### config.mk
export PLATFORM = sky130hd
export DESIGN_NAME = image_min_max_finder
export DESIGN_NICKNAME = d
export VERILOG_FILES = /design/src/rtl/image_min_max_finder.sv
export SDC_FILE = /design/constraint.sdc
export NUM_CORES = 1
export LEC_CHECK = 0
export ABC_AREA = 1
export CAP_MARGIN = 5
export CORE_MARGIN = 8
export CORE_UTILIZATION = 63
export DETAILED_ROUTE_END_ITERATION = 12
export DONT_BUFFER_PORTS = 1
export GPL_TIMING_DRIVEN = 0
export MAX_ROUTING_LAYER = met4
export PLACE_DENSITY = 0.79
export SLEW_MARGIN = 20
export SYNTH_ARGS = -nofsm -noshare
export SYNTH_HDL_FRONTEND = slang
export SYNTH_SLANG_ARGS = --single-unit
### constraint.sdc
create_clock -name clk_i -period 2.3 [get_ports clk_i]
set_input_delay 0.46 -clock clk_i [delete_from_list [all_inputs] [get_ports clk_i]]
set_output_delay 0.46 -clock clk_i [all_outputs]
set_load 0.1 [all_outputs]
### src/rtl/image_min_max_finder.sv
// image_min_max_finder: scans one ROWS x COLS frame of unsigned pixels over a
// valid/ready handshake and publishes the frame minimum and maximum. The
// published results stay stable until the next frame completes.
module image_min_max_finder #(
  parameter int DATA_WIDTH = 8,
  parameter int ROWS       = 128,
  parameter int COLS       = 128
) (
  input  logic                  clk_i,
  input  logic                  reset_i,
  input  logic                  start_i,
  input  logic                  pix_valid_i,
  input  logic [DATA_WIDTH-1:0] pix_data_i,
  output logic                  pix_ready_o,
  output logic                  busy_o,
  output logic                  done_o,
  output logic [DATA_WIDTH-1:0] min_val_o,
  output logic [DATA_WIDTH-1:0] max_val_o,
  output logic                  flat_o
);

  localparam int CW = (COLS > 1) ? $clog2(COLS) : 1;
  localparam int RW = (ROWS > 1) ? $clog2(ROWS) : 1;
  localparam logic [CW-1:0] COL_LAST = CW'(COLS - 1);
  localparam logic [RW-1:0] ROW_LAST = RW'(ROWS - 1);

  typedef enum logic [1:0] {
    ST_IDLE = 2'd0,
    ST_SCAN = 2'd1,
    ST_DONE = 2'd2
  } state_e;

  state_e                state_q, state_d;
  logic [CW-1:0]         col_cnt_q, col_cnt_d;
  logic [RW-1:0]         row_cnt_q, row_cnt_d;
  logic [DATA_WIDTH-1:0] run_min_q, run_min_d;
  logic [DATA_WIDTH-1:0] run_max_q, run_max_d;
  logic [DATA_WIDTH-1:0] min_val_q, min_val_d;
  logic [DATA_WIDTH-1:0] max_val_q, max_val_d;
  logic                  flat_q, flat_d;
  logic                  pix_ready_q, pix_ready_d;
  logic                  busy_q, busy_d;
  logic                  done_q, done_d;

  logic                  accept_s;
  logic                  first_s;
  logic                  last_s;
  logic [DATA_WIDTH-1:0] cand_min_s;
  logic [DATA_WIDTH-1:0] cand_max_s;

  assign accept_s = pix_valid_i && pix_ready_q;
  assign first_s  = (col_cnt_q == {CW{1'b0}}) && (row_cnt_q == {RW{1'b0}});
  assign last_s   = (col_cnt_q == COL_LAST) && (row_cnt_q == ROW_LAST);

  // Running min/max including the current pixel; the first pixel of a frame
  // replaces whatever the running registers hold from an earlier frame.
  always_comb begin
    cand_min_s = run_min_q;
    cand_max_s = run_max_q;
    if (first_s) begin
      cand_min_s = pix_data_i;
      cand_max_s = pix_data_i;
    end else begin
      if (pix_data_i < run_min_q) begin
        cand_min_s = pix_data_i;
      end else begin
        cand_min_s = run_min_q;
      end
      if (pix_data_i > run_max_q) begin
        cand_max_s = pix_data_i;
      end else begin
        cand_max_s = run_max_q;
      end
    end
  end

  // Next-state logic: frame FSM, raster counters, running and published stats.
  always_comb begin
    state_d   = state_q;
    col_cnt_d = col_cnt_q;
    row_cnt_d = row_cnt_q;
    run_min_d = run_min_q;
    run_max_d = run_max_q;
    min_val_d = min_val_q;
    max_val_d = max_val_q;
    flat_d    = flat_q;
    case (state_q)
      ST_IDLE, ST_DONE: begin
        if (start_i) begin
          state_d   = ST_SCAN;
          col_cnt_d = {CW{1'b0}};
          row_cnt_d = {RW{1'b0}};
        end else begin
          state_d = state_q;
        end
      end
      ST_SCAN: begin
        if (accept_s) begin
          run_min_d = cand_min_s;
          run_max_d = cand_max_s;
          if (last_s) begin
            state_d   = ST_DONE;
            col_cnt_d = {CW{1'b0}};
            row_cnt_d = {RW{1'b0}};
            min_val_d = cand_min_s;
            max_val_d = cand_max_s;
            flat_d    = (cand_min_s == cand_max_s);
          end else if (col_cnt_q == COL_LAST) begin
            col_cnt_d = {CW{1'b0}};
            row_cnt_d = row_cnt_q + RW'(1);
          end else begin
            col_cnt_d = col_cnt_q + CW'(1);
          end
        end else begin
          state_d = ST_SCAN;
        end
      end
      default: begin
        state_d = ST_IDLE;
      end
    endcase
    pix_ready_d = (state_d == ST_SCAN);
    busy_d      = (state_d == ST_SCAN);
    done_d      = (state_d == ST_DONE);
  end

  // State and output registers with synchronous reset.
  always_ff @(posedge clk_i) begin
    if (reset_i) begin
      state_q     <= ST_IDLE;
      col_cnt_q   <= {CW{1'b0}};
      row_cnt_q   <= {RW{1'b0}};
      run_min_q   <= {DATA_WIDTH{1'b0}};
      run_max_q   <= {DATA_WIDTH{1'b0}};
      min_val_q   <= {DATA_WIDTH{1'b0}};
      max_val_q   <= {DATA_WIDTH{1'b0}};
      flat_q      <= 1'b0;
      pix_ready_q <= 1'b0;
      busy_q      <= 1'b0;
      done_q      <= 1'b0;
    end else begin
      state_q     <= state_d;
      col_cnt_q   <= col_cnt_d;
      row_cnt_q   <= row_cnt_d;
      run_min_q   <= run_min_d;
      run_max_q   <= run_max_d;
      min_val_q   <= min_val_d;
      max_val_q   <= max_val_d;
      flat_q      <= flat_d;
      pix_ready_q <= pix_ready_d;
      busy_q      <= busy_d;
      done_q      <= done_d;
    end
  end

  assign pix_ready_o = pix_ready_q;
  assign busy_o      = busy_q;
  assign done_o      = done_q;
  assign min_val_o   = min_val_q;
  assign max_val_o   = max_val_q;
  assign flat_o      = flat_q;

endmodule

==> impl_metrics.toml <==
[sta]
finalCritPeriodShare_pct = 95.4
timing.fmax_ghz = 0.456
hold_viol = 0
finalSetupViolCount = 0
rsz0062_at_grt = "true"
skew_ns = 0.00547
worst_pin_slew_ns = 0.992
fin_crit_ns = 2.20
finalMaxSlewViolations = 0
relSlewSlack_pct = 33.8

[floorplan]
die_area_sq_mm = 0.00729
ios = 32
rows = 25
die_h_um = 85.4
die_w_um = 85.4
core-area_sq_mm = 0.00469
initial_core_util_pct = 64.7

[cells_and_area]
drive_above_1_share_pct = 17.4
layout.area.seq_sq_mm = 0.00104
utilization_pct = 73.7
fin_area_sq_mm = 0.00346
fillCellCount = 376
insertedDiodeCount = 0
nets = 500
multiInputGateArea_sq_mm = 0.00174
area_growth_pct = 14.0

[outcome]
status = "completed"

[yosys]
ys_ff_latch = 51
mappedNetlistNets = 487
synth_top_area_cell = "dfxtp_1"
syn_inst = 456
synthTopCellsByArea = "dfxtp_1 34%, nand2_1 16%, inv_1 9.6%"
ys_types = 32
ys_seq_area_share_pct = 33.6
synth.avg_cell_area_sq_um = 6.66
synth_top_area_share_pct = 33.6
netlist_area_sq_mm = 0.00304
yosysWarnings = 0

[critical_path]
start_kind = "flop"
crit_arrival_ns = 2.45
timing.rr.start = "run_min_q[3]"
critPathKind = "reg -> reg"
endpoint_kind = "flop"
cp.required_ns = 2.55
worstRegToRegCells = 19
reg2reg_to = "flat_o"
r2r_slack_ns = 0.10
startpoint = "run_min_q[3]"
cp-endpoint = "flat_o"
cp_max_fo = 5

[clocking]
cts_made_buffers = 5
cts_hold_buf = 0
clk_pin_slew_ns = 0.09
clockBufferDepth = 2
cts.sinks = 51
htree_num_levels = 2
root_buffer = "clkbuf_8"
clk_latency_ns = 0.31
cts_tree = "done"

[global_route]
first_global_vias = 2671
grt_pass1_wl_um = 12400
grt-ovfl-total = 0
grt_max_degree = 16
grt_usage_pct = 21.5
antenna_found_initial = 0

[routing]
drc = 0
first_pass_iters = 5
vias_per_cell = 5.60
routedWlPerCell_um = 15.2
wl_um = 7950
drtAntennaViolNets = 0
first_iter_violations = 355
vias = 2936

[power_and_ir_drop]
power_density_mw_per_mm2 = 579
p_leak_nw = 1.76
peakVddDrop_mv = 0.554

[job]
maxCapViolations = 0

[placed_design]
dp_hpwl_um = 5570
place.gp.congestion = 0.936
dpl_cell_area_sq_mm = 0.00310
io_buffer_count = 0

[min_path]
hold_path.class = "in -> reg"
==> sequential cells by signal, indices dropped and copies added (netlist names) <==
register and flops:
flat_o 1, min_val_o 8, col_cnt_q 7, busy_o 1, state_q 2, done_o 1
run_min_q 8, run_max_q 8, row_cnt_q 7, max_val_o 8
==> metrics by stage <==
stage	hold WS, ns	TNS [ns]	cells	power, mW	setup WS (ns)
finish	0.376	0	524	2.00	0.105
global route	0.421	-0.0512	524	2.09	-0.0512
CTS	0.384	0	518	1.90	0.00154
detailed placement	0.477	-5.65	510	1.37	-0.249
global placement	0.476	-5.32	510	1.36	-0.234
floorplan	0.453	0	456	1.27	0.0123
==> worst max-delay path, stage by stage, from the launching register on <==
cell and delay (ns):
dfxtp_1 0.32, inv_1 0.07, ha_1 0.31, nand2_1 0.06, inv_1 0.05, nand2_1 0.04
nand2_1 0.10, nand2_2 0.07, nand2_4 0.16, nand2_8 0.08, buf_4 0.16, nand2_1 0.05
nand2_1 0.09, nand2_1 0.09, nand2_1 0.06, nor2_2 0.11, nand2_2 0.08, nor2_2 0.11
nor2_1 0.05, nor2_1 0.07
==> layout by cell type, fill, tap and decap left out, types with 2 or more instances in the layout <==
master,n
a211oi_1,3
a21oi_1,24
a21oi_2,3
buf_4,7
buf_6,4
buf_8,2
clkbuf_1,6
clkbuf_8,6
dfxtp_1,43
dfxtp_2,6
dfxtp_4,2
ha_1,12
ha_4,7
inv_1,76
inv_2,14
nand2_1,119
nand2_2,10
nand2_4,3
nand3_1,30
nand4_1,5
nor2_1,19
nor2_2,5
nor2_4,3
nor3_1,3
nor4_1,2
o211ai_1,17
o21ai_0,19
o21ai_1,2
o21ai_2,4
xor2_1,2
==> area by class of cell <==
cell class,count,area share [%]
Multi-Input combinational cell,299,50.3
Sequential cell,51,29.9
Inverter,91,9.87
Buffer,16,3.62
Clock buffer,7,2.50
Tap cell,54,1.95
Timing Repair Buffer,5,1.59
Clock inverter,1,0.253
==> cells by family after synthesis <==
kind of cell    count (synthesis)  share of synthesized area (%)
flops                          51                           33.6
xor+xnor                        2                          0.577
buf+inv                       107                           14.6
simple gates                  202                           28.9
compound gates                 75                           14.4
fa+ha+maj                      19                           7.83
==> worst min path at each step <==
stage	from	to	depth (start not counted)
finish	pix_data_i[4]	run_max_q[4]	4
global route	pix_data_i[6]	run_max_q[6]	4
CTS	pix_data_i[4]	run_max_q[4]	4
detailed placement	row_cnt_q[6]	row_cnt_q[6]	2
global placement	row_cnt_q[6]	row_cnt_q[6]	2
floorplan	col_cnt_q[6]	col_cnt_q[6]	2
==> layer usage <==
layer / vias to the layer above / wire length, um / global-route usage (%)
met5: - / 0 / -
met4: 0 / 116 / 6.53
met3: 15 / 709 / 5.21
met2: 138 / 3640 / 33.6
met1: 1314 / 3480 / 26.6
li1: 1469 / - / -
==> synth_stat cells <==
master,number
nand3_1,30
o21ai_0,19
buf_6,3
clkinv_1,1
o21a_1,1
o211ai_1,17
nand3_2,1
a211oi_1,3
nand2_1,127
dfxtp_1,51
nor3_2,1
nor3b_1,1
xor2_1,2
inv_1,78
nand4_1,5
buf_4,4
o21ai_2,1
buf_1,1
nor4_1,2
ha_1,19
buf_2,3
a221oi_1,1
clkbuf_1,5
nor2_1,24
nor2_4,3
a21oi_1,27
inv_2,12
nand2_4,2
a21o_1,1
nand2_2,3
o21ai_1,5
nor3_1,3
==> power by group <==
group          leakage, nW  total (mW)  switching, mW  internal (mW)
combinational         1.30       0.534          0.343          0.191
clock               0.0484       0.547          0.300          0.247
sequential           0.417       0.923         0.0236          0.899
==> repair_timing <==
action,in CTS,in global routing
pin swaps,0,11
gates cloned,0,3
endpoints found under the setup margin,46,13
gates resized for setup,2,48
hold endpoints to repair,0,0
buffers inserted,0,3
Power figures use the tool's default switching activity.
